**src/rtl/rs_issue_pool_pkg.sv**
```systemverilog
// rs_issue_pool_pkg: constants shared by the ALU/branch reservation station
// and its neighbours. This file holds the default tag and opcode widths, the
// null tag and the opcode encodings.
package rs_issue_pool_pkg;

  localparam int RS_ROB_W = 4;
  localparam int RS_OP_W  = 6;

  // A ROB tag of zero means "operand already available" or "no broadcast".
  localparam logic [RS_ROB_W-1:0] NULL_TAG = '0;

  localparam logic [RS_OP_W-1:0] OP_NOP  = 6'h00;
  localparam logic [RS_OP_W-1:0] OP_ADD  = 6'h01;
  localparam logic [RS_OP_W-1:0] OP_SUB  = 6'h02;
  localparam logic [RS_OP_W-1:0] OP_AND  = 6'h03;
  localparam logic [RS_OP_W-1:0] OP_OR   = 6'h04;
  localparam logic [RS_OP_W-1:0] OP_XOR  = 6'h05;
  localparam logic [RS_OP_W-1:0] OP_SLL  = 6'h06;
  localparam logic [RS_OP_W-1:0] OP_SRL  = 6'h07;
  localparam logic [RS_OP_W-1:0] OP_SRA  = 6'h08;
  localparam logic [RS_OP_W-1:0] OP_SLT  = 6'h09;
  localparam logic [RS_OP_W-1:0] OP_SLTU = 6'h0a;
  localparam logic [RS_OP_W-1:0] OP_BEQ  = 6'h0b;
  localparam logic [RS_OP_W-1:0] OP_BNE  = 6'h0c;
  localparam logic [RS_OP_W-1:0] OP_BLT  = 6'h0d;
  localparam logic [RS_OP_W-1:0] OP_BGE  = 6'h0e;
  localparam logic [RS_OP_W-1:0] OP_JAL  = 6'h0f;
  localparam logic [RS_OP_W-1:0] OP_JALR = 6'h10;
  localparam logic [RS_OP_W-1:0] OP_LUI  = 6'h11;

endpackage

```
**src/rtl/rs_issue_pool_age.sv**
```systemverilog
// rs_age_select: age matrix and oldest-ready picker for the reservation station.
//   clk_in, rst_in : clock, synchronous active-high reset
//   en_in          : global enable; matrix holds when low
//   flush_in       : clears the whole matrix (only effective with en_in)
//   busy_in        : registered busy vector of the station
//   alloc_in       : one-hot entry being allocated this edge (or zero)
//   free_in        : one-hot entry being freed by issue this edge (or zero)
//   ready_in       : registered ready vector
//   grant_out      : one-hot oldest ready entry (zero when none is ready)
module rs_age_select import rs_issue_pool_pkg::*; #(
  parameter int ENTRIES = 8
) (
  input  logic               clk_in,
  input  logic               rst_in,
  input  logic               en_in,
  input  logic               flush_in,
  input  logic [ENTRIES-1:0] busy_in,
  input  logic [ENTRIES-1:0] alloc_in,
  input  logic [ENTRIES-1:0] free_in,
  input  logic [ENTRIES-1:0] ready_in,
  output logic [ENTRIES-1:0] grant_out
);

  // older_q[i][j] set: entry j was allocated before entry i.
  logic [ENTRIES-1:0] older_q [ENTRIES];
  logic [ENTRIES-1:0] older_d [ENTRIES];

  always_comb begin
    for (int r = 0; r < ENTRIES; r++) begin
      older_d[r] = older_q[r];
    end
    if (en_in) begin
      for (int r = 0; r < ENTRIES; r++) begin
        if (flush_in) begin
          older_d[r] = '0;
        end else begin
          // Columns of entries leaving or (re)entering no longer order anyone.
          older_d[r] = older_q[r] & ~alloc_in & ~free_in;
          // A new entry is younger than everything that stays busy.
          if (alloc_in[r]) begin
            older_d[r] = busy_in & ~free_in;
          end
        end
      end
    end
  end

  // Entry i wins when no other ready entry is older than it.
  for (genvar gi = 0; gi < ENTRIES; gi++) begin : g_pick
    assign grant_out[gi] = ready_in[gi] && ((ready_in & older_q[gi]) == '0);
  end

  always_ff @(posedge clk_in) begin
    if (rst_in) begin
      for (int r = 0; r < ENTRIES; r++) begin
        older_q[r] <= '0;
      end
    end else begin
      older_q <= older_d;
    end
  end

endmodule

```
**src/rtl/rs_issue_pool.sv**
```systemverilog
// rs_issue_pool: N-entry reservation station for the ALU/branch path with
// multi-port CDB wakeup and oldest-first issue into a valid/ready register.
//   clk_in, rst_in, rdy_in, flush_in : clock, sync reset, global enable, flush
//   disp_*                           : dispatch request and payload
//   disp_rdy_out                     : a free entry exists
//   cdb_tag_in, cdb_val_in           : packed broadcast ports
//   iss_*                            : issue register with valid/ready handshake
//   count_out                        : busy entries (issue register excluded)
module rs_issue_pool import rs_issue_pool_pkg::*; #(
  parameter int ENTRIES   = 8,
  parameter int CDB_PORTS = 2,
  parameter int ROB_W     = RS_ROB_W,
  parameter int XLEN      = 32,
  parameter int OP_W      = RS_OP_W
) (
  input  logic                      clk_in,
  input  logic                      rst_in,
  input  logic                      rdy_in,
  input  logic                      flush_in,
  input  logic                      disp_en_in,
  output logic                      disp_rdy_out,
  input  logic [OP_W-1:0]           disp_op_in,
  input  logic [ROB_W-1:0]          disp_qj_in,
  input  logic [ROB_W-1:0]          disp_qk_in,
  input  logic [XLEN-1:0]           disp_vj_in,
  input  logic [XLEN-1:0]           disp_vk_in,
  input  logic [XLEN-1:0]           disp_imm_in,
  input  logic [XLEN-1:0]           disp_pc_in,
  input  logic [ROB_W-1:0]          disp_dest_in,
  input  logic [CDB_PORTS*ROB_W-1:0] cdb_tag_in,
  input  logic [CDB_PORTS*XLEN-1:0]  cdb_val_in,
  output logic                      iss_valid_out,
  input  logic                      iss_ready_in,
  output logic [OP_W-1:0]           iss_op_out,
  output logic [XLEN-1:0]           iss_vj_out,
  output logic [XLEN-1:0]           iss_vk_out,
  output logic [XLEN-1:0]           iss_imm_out,
  output logic [XLEN-1:0]           iss_pc_out,
  output logic [ROB_W-1:0]          iss_dest_out,
  output logic [$clog2(ENTRIES):0]  count_out
);

  localparam int CNT_W = $clog2(ENTRIES) + 1;
  localparam int IDX_W = $clog2(ENTRIES);

  logic [ENTRIES-1:0] busy_q, busy_d;
  logic [OP_W-1:0]    op_q  [ENTRIES], op_d  [ENTRIES];
  logic [ROB_W-1:0]   qj_q  [ENTRIES], qj_d  [ENTRIES];
  logic [ROB_W-1:0]   qk_q  [ENTRIES], qk_d  [ENTRIES];
  logic [XLEN-1:0]    vj_q  [ENTRIES], vj_d  [ENTRIES];
  logic [XLEN-1:0]    vk_q  [ENTRIES], vk_d  [ENTRIES];
  logic [XLEN-1:0]    imm_q [ENTRIES], imm_d [ENTRIES];
  logic [XLEN-1:0]    pc_q  [ENTRIES], pc_d  [ENTRIES];
  logic [ROB_W-1:0]   dest_q[ENTRIES], dest_d[ENTRIES];

  logic             iss_valid_q, iss_valid_d;
  logic [OP_W-1:0]  iss_op_q, iss_op_d;
  logic [XLEN-1:0]  iss_vj_q, iss_vj_d, iss_vk_q, iss_vk_d;
  logic [XLEN-1:0]  iss_imm_q, iss_imm_d, iss_pc_q, iss_pc_d;
  logic [ROB_W-1:0] iss_dest_q, iss_dest_d;

  logic [ROB_W-1:0] cdb_tag [CDB_PORTS];
  logic [XLEN-1:0]  cdb_val [CDB_PORTS];
  for (genvar gi = 0; gi < CDB_PORTS; gi++) begin : g_cdb
    assign cdb_tag[gi] = cdb_tag_in[gi*ROB_W +: ROB_W];
    assign cdb_val[gi] = cdb_val_in[gi*XLEN +: XLEN];
  end

  logic [ENTRIES-1:0] ready_vec, grant_vec, alloc_vec, alloc_fire, free_fire;
  logic [CNT_W-1:0]   count;
  logic [IDX_W-1:0]   sel_idx;
  logic               disp_fire, iss_load, issue_fire;
  logic [ROB_W-1:0]   byp_qj, byp_qk;
  logic [XLEN-1:0]    byp_vj, byp_vk;

  for (genvar gi = 0; gi < ENTRIES; gi++) begin : g_ready
    assign ready_vec[gi] = busy_q[gi] && (qj_q[gi] == NULL_TAG[ROB_W-1:0] || ROB_W != RS_ROB_W && qj_q[gi] == '0)
                           && (qk_q[gi] == '0);
  end

  always_comb begin
    alloc_vec = '0;
    count     = '0;
    sel_idx   = '0;
    for (int i = ENTRIES - 1; i >= 0; i--) begin
      if (!busy_q[i]) begin
        alloc_vec    = '0;
        alloc_vec[i] = 1'b1;
      end
    end
    for (int i = 0; i < ENTRIES; i++) begin
      count = count + CNT_W'(busy_q[i]);
      if (grant_vec[i]) sel_idx = IDX_W'(i);
    end
  end

  // A freed entry is only visible to dispatch from the next cycle on.
  assign disp_rdy_out = (count != CNT_W'(ENTRIES));
  assign disp_fire    = rdy_in && !flush_in && disp_en_in && disp_rdy_out;
  assign iss_load     = !iss_valid_q || iss_ready_in;
  assign issue_fire   = rdy_in && !flush_in && iss_load && (grant_vec != '0);
  assign alloc_fire   = disp_fire  ? alloc_vec : '0;
  assign free_fire    = issue_fire ? grant_vec : '0;

  rs_age_select #(.ENTRIES(ENTRIES)) u_age (
    .clk_in    (clk_in),
    .rst_in    (rst_in),
    .en_in     (rdy_in),
    .flush_in  (flush_in),
    .busy_in   (busy_q),
    .alloc_in  (alloc_fire),
    .free_in   (free_fire),
    .ready_in  (ready_vec),
    .grant_out (grant_vec)
  );

  // Same-cycle CDB bypass for the dispatched operands; port loop runs high to
  // low so the lowest matching port has the final word.
  always_comb begin
    byp_qj = disp_qj_in;
    byp_vj = disp_vj_in;
    byp_qk = disp_qk_in;
    byp_vk = disp_vk_in;
    for (int p = CDB_PORTS - 1; p >= 0; p--) begin
      if (cdb_tag[p] != '0 && cdb_tag[p] == disp_qj_in) begin
        byp_qj = '0;
        byp_vj = cdb_val[p];
      end
      if (cdb_tag[p] != '0 && cdb_tag[p] == disp_qk_in) begin
        byp_qk = '0;
        byp_vk = cdb_val[p];
      end
    end
  end

  always_comb begin
    busy_d = busy_q;
    op_d = op_q;   qj_d = qj_q;   qk_d = qk_q;   vj_d = vj_q;
    vk_d = vk_q;   imm_d = imm_q; pc_d = pc_q;   dest_d = dest_q;
    iss_valid_d = iss_valid_q;
    iss_op_d  = iss_op_q;  iss_vj_d = iss_vj_q;  iss_vk_d   = iss_vk_q;
    iss_imm_d = iss_imm_q; iss_pc_d = iss_pc_q;  iss_dest_d = iss_dest_q;
    if (rdy_in) begin
      if (flush_in) begin
        busy_d      = '0;
        iss_valid_d = 1'b0;
      end else begin
        for (int i = 0; i < ENTRIES; i++) begin
          for (int p = CDB_PORTS - 1; p >= 0; p--) begin
            if (busy_q[i] && cdb_tag[p] != '0 && cdb_tag[p] == qj_q[i]) begin
              qj_d[i] = '0;
              vj_d[i] = cdb_val[p];
            end
            if (busy_q[i] && cdb_tag[p] != '0 && cdb_tag[p] == qk_q[i]) begin
              qk_d[i] = '0;
              vk_d[i] = cdb_val[p];
            end
          end
          if (alloc_fire[i]) begin
            op_d[i]  = disp_op_in;   qj_d[i] = byp_qj;      qk_d[i]   = byp_qk;
            vj_d[i]  = byp_vj;       vk_d[i] = byp_vk;      imm_d[i]  = disp_imm_in;
            pc_d[i]  = disp_pc_in;   dest_d[i] = disp_dest_in;
          end
        end
        busy_d = (busy_q & ~free_fire) | alloc_fire;
        if (iss_load) begin
          iss_valid_d = issue_fire;
          if (issue_fire) begin
            iss_op_d  = op_q[sel_idx];  iss_vj_d = vj_q[sel_idx];  iss_vk_d   = vk_q[sel_idx];
            iss_imm_d = imm_q[sel_idx]; iss_pc_d = pc_q[sel_idx];  iss_dest_d = dest_q[sel_idx];
          end
        end
      end
    end
  end

  always_ff @(posedge clk_in) begin
    if (rst_in) begin
      busy_q      <= '0;
      iss_valid_q <= 1'b0;
      iss_op_q    <= OP_W'(OP_NOP);
      iss_vj_q    <= '0;
      iss_vk_q    <= '0;
      iss_imm_q   <= '0;
      iss_pc_q    <= '0;
      iss_dest_q  <= '0;
    end else begin
      busy_q      <= busy_d;
      iss_valid_q <= iss_valid_d;
      iss_op_q    <= iss_op_d;
      iss_vj_q    <= iss_vj_d;
      iss_vk_q    <= iss_vk_d;
      iss_imm_q   <= iss_imm_d;
      iss_pc_q    <= iss_pc_d;
      iss_dest_q  <= iss_dest_d;
    end
  end

  // Payload is qualified by busy, so it needs no reset.
  always_ff @(posedge clk_in) begin
    op_q <= op_d;   qj_q <= qj_d;   qk_q <= qk_d;   vj_q <= vj_d;
    vk_q <= vk_d;   imm_q <= imm_d; pc_q <= pc_d;   dest_q <= dest_d;
  end

  assign iss_valid_out = iss_valid_q;
  assign iss_op_out    = iss_op_q;
  assign iss_vj_out    = iss_vj_q;
  assign iss_vk_out    = iss_vk_q;
  assign iss_imm_out   = iss_imm_q;
  assign iss_pc_out    = iss_pc_q;
  assign iss_dest_out  = iss_dest_q;
  assign count_out     = count;

endmodule
```
**config.mk**
```make
export PLATFORM = sky130hd
export DESIGN_NAME = rs_issue_pool
export DESIGN_NICKNAME = d
export VERILOG_FILES = /design/src/rtl/rs_issue_pool_pkg.sv /design/src/rtl/rs_issue_pool_age.sv /design/src/rtl/rs_issue_pool.sv
export SDC_FILE = /design/constraint.sdc
export NUM_CORES = 2
export LEC_CHECK = 0
export ABC_CLOCK_PERIOD_IN_PS = 12400
export BUFFER_PORTS_ARGS = -buffer_cell sky130_fd_sc_hd__buf_2
export CAP_MARGIN = 20
export CORE_MARGIN = 10
export CORE_UTILIZATION = 28
export CTS_CLUSTER_SIZE = 28
export DETAILED_ROUTE_END_ITERATION = 6
export SYNTH_ARGS = -nofsm -noshare
export SYNTH_HDL_FRONTEND = slang
export SYNTH_SLANG_ARGS = --single-unit
```
**constraint.sdc**
```tcl
create_clock -name clk_in -period 12.4 [get_ports clk_in]
set_input_delay 1.86 -clock clk_in [delete_from_list [all_inputs] [get_ports clk_in]]
set_output_delay 1.86 -clock clk_in [all_outputs]
set_load 0.05 [all_outputs]
```
Yosys cells after proc, flatten, opt, wreduce, memory -nomap -nowiden. Index checks and enable logic that the tools add are counted.

Input bits: 224. Bits in registers: 1379.

$lt $le $gt $ge: 1. Equality and inequality tests: 37. Add/subtract/negate cells: 7. Bitwise operators: 30. Reduce and logical (&&, ||, !) cells: 154. Muxes and demuxes: 158.

Operator list (number): 32-bit 2-to-1 mux (60); 32-bit binary-select mux with 3-bit select (4); 4-bit 2-to-1 mux (54); 8-bit 2-to-1 mux (27); 8-bit bitwise AND (25); 4-bit == test (36); 1-bit logical AND (81); 3-bit AND reduction (24); 4-bit zero test (16); 8-bit zero test (8); 3-bit nonzero test (16); 6-bit binary-select mux with 3-bit select (1); 3-bit 2-to-1 mux (6); 4-bit by 1-bit adder with 4-bit output (4); 8-bit inverter (2); 4-bit binary-select mux with 3-bit select (1); 6-bit 2-to-1 mux (2); 8-bit OR (1); 4-bit nonzero test (2); 8-bit nonzero test (1); 3-bit by 1-bit adder with 4-bit output (1); 4-bit greater-or-equal comparator (second input constant) (1); 4-bit != test (second input constant) (1); 3-bit inverter with 4-bit output (1); other kinds (9) (12).

Longest topological paths before layout.
Depth in word-level cells: 17. Depth in mapped cells: 19. Depth with buffers taken out: 17.

By module. Synthesis repeated with hierarchy kept, for this count alone.

Cell total of the unflattened synthesis: 5466. Area total of the unflattened synthesis: 68859.8 sq um.

Modules (own cells, without submodules): rs_issue_pool (area an instance 65559.1 sq um, sequential area each 38016.5 sq um, cells each 5101, times used 1); rs_age_select (area an instance 3300.7 sq um, sequential area each 1281.2 sq um, cells each 365, times used 1).

Least setup slack after synthesis. OpenSTA, ideal clock, no wires.

Path kind: register to register. Start point: register busy_q[0]. End point: register dest_q[0] (netlist bit), enable pin. Data required time: 11933 ps. Cell stages (with the launch flop): 17. Setup slack: 5721 ps. Arrival time: 6212 ps. Setup time: 467 ps. Cells stage by stage: dfxtp_1 fa_1 inv_1 fa_1 fa_1 inv_1 ha_1 inv_1 fa_1 nor2b_1 a41oi_1 and4_1 clkbuf_1 nand4_1 inv_1 buf_2 buf_1.

Word-level cells in the longest chain between the ends: 11. Elaborated cells between the ends (all ways): 12. Those cells by class: 7 x add/sub; 1 x eq/ne; 2 x mux; 2 x reduce/logical.

Ends and longest elaborated chain: start, declared (line rs_issue_pool.sv:46) `logic [ENTRIES-1:0] busy_q, busy_d;`; start signal, assigned (line rs_issue_pool.sv:188) `busy_q <= busy_d;`; 1-bit by 1-bit adder with 2-bit output (line rs_issue_pool.sv:92) `count = count + CNT_W'(busy_q[i]);`; 2-bit by 1-bit adder with 3-bit output (line rs_issue_pool.sv:92); 3-bit by 1-bit adder with 4-bit output (line rs_issue_pool.sv:92); 4-bit by 1-bit adder with 4-bit output (4 in series) (line rs_issue_pool.sv:92); 4-bit != test (line rs_issue_pool.sv:98) `assign disp_rdy_out = (count != CNT_W'(ENTRIES));`; 1-bit logical AND (line rs_issue_pool.sv:99) `assign disp_fire = rdy_in && !flush_in && disp_en_in && disp_rdy_out;`; 8-bit 2-to-1 mux (*) (line rs_issue_pool.sv:102) `assign alloc_fire = disp_fire ? alloc_vec : '0;`; 3-bit AND reduction (no line) (*); end signal, assigned (line rs_issue_pool.sv:202) `vk_q <= vk_d; imm_q <= imm_d; pc_q <= pc_d; dest_q <= dest_d;`; end, declared (line rs_issue_pool.sv:54) `logic [ROB_W-1:0] dest_q[ENTRIES], dest_d[ENTRIES];`.

Every way passes the cells marked *; elsewhere a longest branch is shown, timed or not. A chain may end at the register's enable or synchronous reset.

Worst setup path in the final report.
Start point: register busy_q[3]. End point: register vk_q[31] (netlist bit) (data pin).

Word-level cells in the longest chain between the ends: 9. Elaborated cells between the ends (all ways): 13. Those cells by class: 5 x add/sub; 1 x eq/ne; 6 x mux; 1 x reduce/logical.

Ends and longest elaborated chain: 3-bit by 1-bit adder with 4-bit output (line rs_issue_pool.sv:92); 4-bit by 1-bit adder with 4-bit output (4 in series) (line rs_issue_pool.sv:92); 4-bit != test (line rs_issue_pool.sv:98); 1-bit logical AND (line rs_issue_pool.sv:99); 8-bit 2-to-1 mux (*) (line rs_issue_pool.sv:102); 32-bit 2-to-1 mux (*) (line rs_issue_pool.sv:159) `if (alloc_fire[i]) begin`; end signal, assigned (line rs_issue_pool.sv:202); end, declared (line rs_issue_pool.sv:51) `logic [XLEN-1:0] vk_q [ENTRIES], vk_d [ENTRIES];`.

Marked as above.

==> report_table.html <==
<table>
<tr><th>Metric</th><th>Value</th></tr>
<tr><th colspan="2">Clock tree</th></tr>
<tr><td>Clock-pin transition on the worst setup and hold timing paths</td><td>around 60 ps</td></tr>
<tr><td>Master cell of the clock root buffer</td><td>clkbuf_16</td></tr>
<tr><td>Clock Sink Count</td><td>1379</td></tr>
<tr><td>Hold-fix buffer count after cts</td><td>0</td></tr>
<tr><td>Number of setup buffers added after CTS</td><td>0</td></tr>
<tr><td>Number of buffers on the longest clock path</td><td>3</td></tr>
<tr><td>Number of instances resized during post-cts repair</td><td>0</td></tr>
<tr><td>Deepest level of the CTS H-tree</td><td>4</td></tr>
<tr><td>Clock tree from TritonCTS</td><td>done</td></tr>
<tr><td>TritonCTS Buffers</td><td>between 150 and 200</td></tr>
<tr><td>Clock network latency to the later pin of the worst-skew pair</td><td>850 ps</td></tr>
<tr><th colspan="2">Detailed routing</th></tr>
<tr><td>Overall routed net length</td><td>248 mm</td></tr>
<tr><td>Number of nets still failing antenna checks after routing</td><td>0</td></tr>
<tr><td>Vias</td><td>48152</td></tr>
<tr><td>Detailed Route Iter0 Violations</td><td>roughly 4900</td></tr>
<tr><td>Post-route DRC</td><td>0</td></tr>
<tr><td>Total iterations of the first detailed-routing run</td><td>6</td></tr>
<tr><td>Routed wire per std cell</td><td>28.2 um</td></tr>
<tr><td>Via-to-Cell Ratio</td><td>about 5.5</td></tr>
<tr><th colspan="2">Logic synthesis</th></tr>
<tr><td>Number of flops mapped to enable cells by yosys</td><td>approximately 1200</td></tr>
<tr><td>Average instance area after synthesis</td><td>~12 um2</td></tr>
<tr><td>Library cell with the largest summed area after synthesis</td><td>edfxtp_1</td></tr>
<tr><td>Count of unique library cells instantiated by Yosys</td><td>82</td></tr>
<tr><td>Area fraction of the dominant cell type after synthesis</td><td>0.525</td></tr>
<tr><td>Warnings, synthesis</td><td>0</td></tr>
<tr><td>Async S/R FF share, synth</td><td>0</td></tr>
<tr><td>Main synth FF type</td><td>edfxtp_1</td></tr>
<tr><td>Synth Instances</td><td>~5400</td></tr>
<tr><td>Post-synthesis instance area</td><td>around 67000 um2</td></tr>
<tr><td>Top area cells in the synthesized netlist</td><td>edfxtp_1 52%, mux2i_1 11%, dfxtp_1 6.3%</td></tr>
<tr><td>Fraction of the yosys area taken by sequential cells</td><td>0.588</td></tr>
<tr><td>Count of state elements after synthesis</td><td>~1400</td></tr>
<tr><td>Syn nets</td><td>about 5700</td></tr>
<tr><th colspan="2">Cells and area</th></tr>
<tr><td>Layout filler cell count</td><td>~23000</td></tr>
<tr><td>Non-Filler Cell Area, Final</td><td>about 77000 um2</td></tr>
<tr><td>Layout net count</td><td>roughly 5700</td></tr>
<tr><td>Proportion of layout cells with a drive suffix above 1</td><td>0.183</td></tr>
<tr><td>Area added between synthesis and finish</td><td>14.8%</td></tr>
<tr><th colspan="2">Floorplan</th></tr>
<tr><td>Floorplan Core Area</td><td>roughly 240000 um2</td></tr>
<tr><td>Total die area</td><td>between 200000 and 300000 um2</td></tr>
<tr><td>Cell row count</td><td>between 150 and 200</td></tr>
<tr><td>Vert. Die Dim</td><td>roughly 510 um</td></tr>
<tr><td>Count of pins on the block boundary</td><td>between 300 and 400</td></tr>
<tr><td>Die Wd</td><td>slightly above 500 um</td></tr>
<tr><td>Effective utilization at floorplan</td><td>0.281</td></tr>
<tr><th colspan="2">Setup path</th></tr>
<tr><td>Endpoint of the worst register-to-register path</td><td>vk_q[31]$_DFFE_PP_</td></tr>
<tr><td>Launching element type of the critical path</td><td>flop</td></tr>
<tr><td>Critical Path RT</td><td>roughly 13000 ps</td></tr>
<tr><td>R2R cell count</td><td>17</td></tr>
<tr><td>Highest net fanout along the worst path</td><td>100</td></tr>
<tr><td>Arrival time of data at the critical path endpoint</td><td>just under 8000 ps</td></tr>
<tr><td>Launch point of the critical path</td><td>busy_q[3]$_SDFFE_PP0P_</td></tr>
<tr><td>R2R setup slack</td><td>5200 ps</td></tr>
<tr><td>RR Startpoint</td><td>busy_q[3]$_SDFFE_PP0P_</td></tr>
<tr><td>CP Cell Sequence</td><td>fa_1 &gt; inv_1 &gt; fa_1 &gt; fa_1 &gt; inv_1 &gt; ha_1 &gt; inv_1 &gt; fa_1 &gt; nor2b_1 &gt; a41oi_1 &gt; and4_1 &gt; nand4_1 &gt; buf_4 &gt; inv_8 &gt; buf_4 &gt; buf_4 &gt; o21ai_0</td></tr>
<tr><td>Slowest Stage Delay on Critical Path</td><td>a little over 800 ps</td></tr>
<tr><td>Crit path kind</td><td>reg2reg</td></tr>
<tr><td>CP Capture Type</td><td>flop</td></tr>
<tr><td>Crit-path most repeated cell</td><td>fa_1</td></tr>
<tr><td>Library cell contributing the largest single delay on the critical path</td><td>buf_4</td></tr>
<tr><td>Timing endpoint of the critical path</td><td>vk_q[31]$_DFFE_PP_</td></tr>
<tr><th colspan="2">Timing</th></tr>
<tr><td>Tmin final</td><td>slightly above 7000 ps</td></tr>
<tr><td>Crit share post-route</td><td>0.580</td></tr>
<tr><td>Count of final hold-check violations</td><td>0</td></tr>
<tr><td>Worst relative slew slack</td><td>0.208</td></tr>
<tr><td>Final count of pins violating max slew</td><td>0</td></tr>
<tr><td>Setup repair after global routing missed its margin</td><td>no</td></tr>
<tr><td>Worst hold slack</td><td>between 400 and 500 ps</td></tr>
<tr><td>Highest achievable clock rate</td><td>between 0.1 and 0.15 GHz</td></tr>
<tr><td>Setup Skew</td><td>around 67 ps</td></tr>
<tr><td>Final setup violation count</td><td>0</td></tr>
<tr><td>Setup tns final</td><td>0 ps</td></tr>
<tr><td>Transition time at the pin with the least slew margin</td><td>roughly 1200 ps</td></tr>
<tr><th colspan="2">Global route</th></tr>
<tr><td>Pin count of the biggest net entering global routing</td><td>122</td></tr>
<tr><td>Global route total overflow</td><td>0</td></tr>
<tr><td>Wire length of the first global-routing pass</td><td>350 mm</td></tr>
<tr><td>Global Route Usage Sum</td><td>0.183</td></tr>
<tr><td>Antenna violations before repair</td><td>just over 70</td></tr>
<tr><td>Via count of the first global-routing pass</td><td>roughly 48000</td></tr>
<tr><th colspan="2">Hold path</th></tr>
<tr><td>Type of the tightest min-delay check</td><td>reg2reg</td></tr>
<tr><th colspan="2">Flow run</th></tr>
<tr><td>Number of maximum-capacitance constraint violations</td><td>0</td></tr>
<tr><th colspan="2">Placement</th></tr>
<tr><td>Post-detailed-placement half-perimeter wirelength</td><td>between 100 and 150 mm</td></tr>
<tr><td>Post-Place Cell Area</td><td>71400 um2</td></tr>
<tr><td>RePlAce Congestion</td><td>0.931</td></tr>
<tr><td>Count of input and output buffers</td><td>~370</td></tr>
<tr><th colspan="2">Pwr</th></tr>
<tr><td>Leakage power figure</td><td>~24 nW</td></tr>
<tr><td>Final total power</td><td>roughly 10 mW</td></tr>
<tr><td>Worst vdd rail ir drop</td><td>approximately 0.16 mV</td></tr>
<tr><td>Power density over cell area</td><td>between 100 and 150 nW/um2</td></tr>
<tr><th colspan="2">Status</th></tr>
<tr><td>Result of the run</td><td>complete, no violations</td></tr>
</table>
## placed cells by master, fill, tap and decap left out, types with 16 or more instances in the layout
master	synthesis	final
mux2i_1	714	714
a221oi_2	120	120
inv_1	25	20
nor2_1	158	142
a21oi_1	38	22
o221a_2	125	125
dfxtp_1	211	211
o22a_1	140	140
nand3_1	32	30
a22oi_1	25	25
o21ai_1	64	64
a31oi_1	21	21
and2_1	157	157
xnor2_1	73	73
o21ai_0	537	537
diode_2	0	27
clkbuf_8	0	18
clkbuf_16	0	153
clkbuf_1	419	39
a21oi_4	0	16
a221oi_1	18	18
nand4_1	54	54
buf_2	46	367
nand2_1	633	629
xor2_1	72	72
o221ai_1	138	138
buf_4	25	96
a211oi_1	140	140
edfxtp_1	1168	1168
nor2_4	0	16
clkinv_2	0	23
nor4_1	19	19
## cell usage after synthesis (all sizes together), types with 5 or more instances
cell type / instances
a22o: 5
nor4b: 5
nand4: 54
nor3b: 6
a211oi: 140
o221ai: 138
a31oi: 21
edfxtp: 1168
nand3: 32
inv: 26
a221oi: 138
nand2: 633
and4: 6
dfxtp: 211
xnor2: 73
mux2i: 714
o2111ai: 6
a22oi: 25
o22ai: 7
nor4: 30
o21ai: 601
o221a: 138
o41ai: 8
a21oi: 38
nor2: 158
nand2b: 5
clkbuf: 425
buf: 148
xor2: 72
nor3: 7
o22a: 140
and2: 159
o31ai: 6
and3: 13
## registers in the layout, indices dropped and copies added, names as in the netlist, 48 cells and up
signal         flops
pc_q             256
vj_q             256
vk_q             256
imm_q            256
u_age.older_q     64
op_q              48
## report_power, final
part / internal, mW / leakage (nW) / switching (mW)
combinational: 0.152 / 8.96 / 0.379
sequential: 5.04 / 12.2 / 0.00594
clock: 2.72 / 2.55 / 2.02
## per-layer routing
layer	wire (um)	share of wire	global-route usage
met3	19700	0.079	0.0384
met5	270	0.0011	0
met2	116000	0.47	0.300
met1	97800	0.39	0.225
met4	14800	0.060	0.101
## area by class of cell
type | instances | area [um2] | share of cell area
timing repair buffer | 467 | 2650 | 0.0345
antenna | 27 | 67.6 | 0.000880
tap | 3167 | 3960 | 0.0516
clock inverter | 76 | 1040 | 0.0135
clock buffer | 211 | 4230 | 0.0551
sequential | 1379 | 39300 | 0.512
inverter | 29 | 174 | 0.00227
multi-input combinational | 3441 | 25300 | 0.330
## critical path, delay by kind of cell, from the launching register on
kind | cells | cell delay (ps)
AND/OR/NAND/NOR | 3 | 830
adder cells (fa/ha/maj) | 5 | 2050
flip-flops | 1 | 680
AO/OA/AOI/OAI | 2 | 570
buffers and inverters | 7 | 2670
## worst min path at each step
stage,from,to,slack [ps],cells past startpoint
floorplan,u_age.older_q[44]$_SDFFE_PP0P_,u_age.older_q[44]$_SDFFE_PP0P_,430,2
global placement,u_age.older_q[44]$_SDFFE_PP0P_,u_age.older_q[44]$_SDFFE_PP0P_,440,2
detailed placement,u_age.older_q[52]$_SDFFE_PP0P_,u_age.older_q[52]$_SDFFE_PP0P_,440,2
CTS,u_age.older_q[52]$_SDFFE_PP0P_,u_age.older_q[52]$_SDFFE_PP0P_,450,2
global route,u_age.older_q[52]$_SDFFE_PP0P_,u_age.older_q[52]$_SDFFE_PP0P_,470,2
finish,u_age.older_q[52]$_SDFFE_PP0P_,u_age.older_q[52]$_SDFFE_PP0P_,450,2
## logic make-up after synthesis
| group | after synthesis | synth area share |
|---|---|---|
| AO/OA/AOI/OAI | 1444 | 0.166 |
| XOR/XNOR | 145 | 0.0190 |
| adder cells (fa/ha/maj) | 8 | 0.00195 |
| buffers and inverters | 602 | 0.0392 |
| flip-flops | 1379 | 0.588 |
| multiplexers | 714 | 0.107 |
| AND/OR/NAND/NOR | 1130 | 0.0789 |
## per-stage QoR
stage	setup WS [ps]	util	std cells
3_5_place_dp	5270	0.300	8482
5_1_grt	4840	0.323	8786
6_report	5200	0.323	8797
3_3_place_gp	5300	0.300	8481
2_1_floorplan	5720	-	5422
4_1_cts	5250	0.323	8769
(Power assumes the default switching activity.)
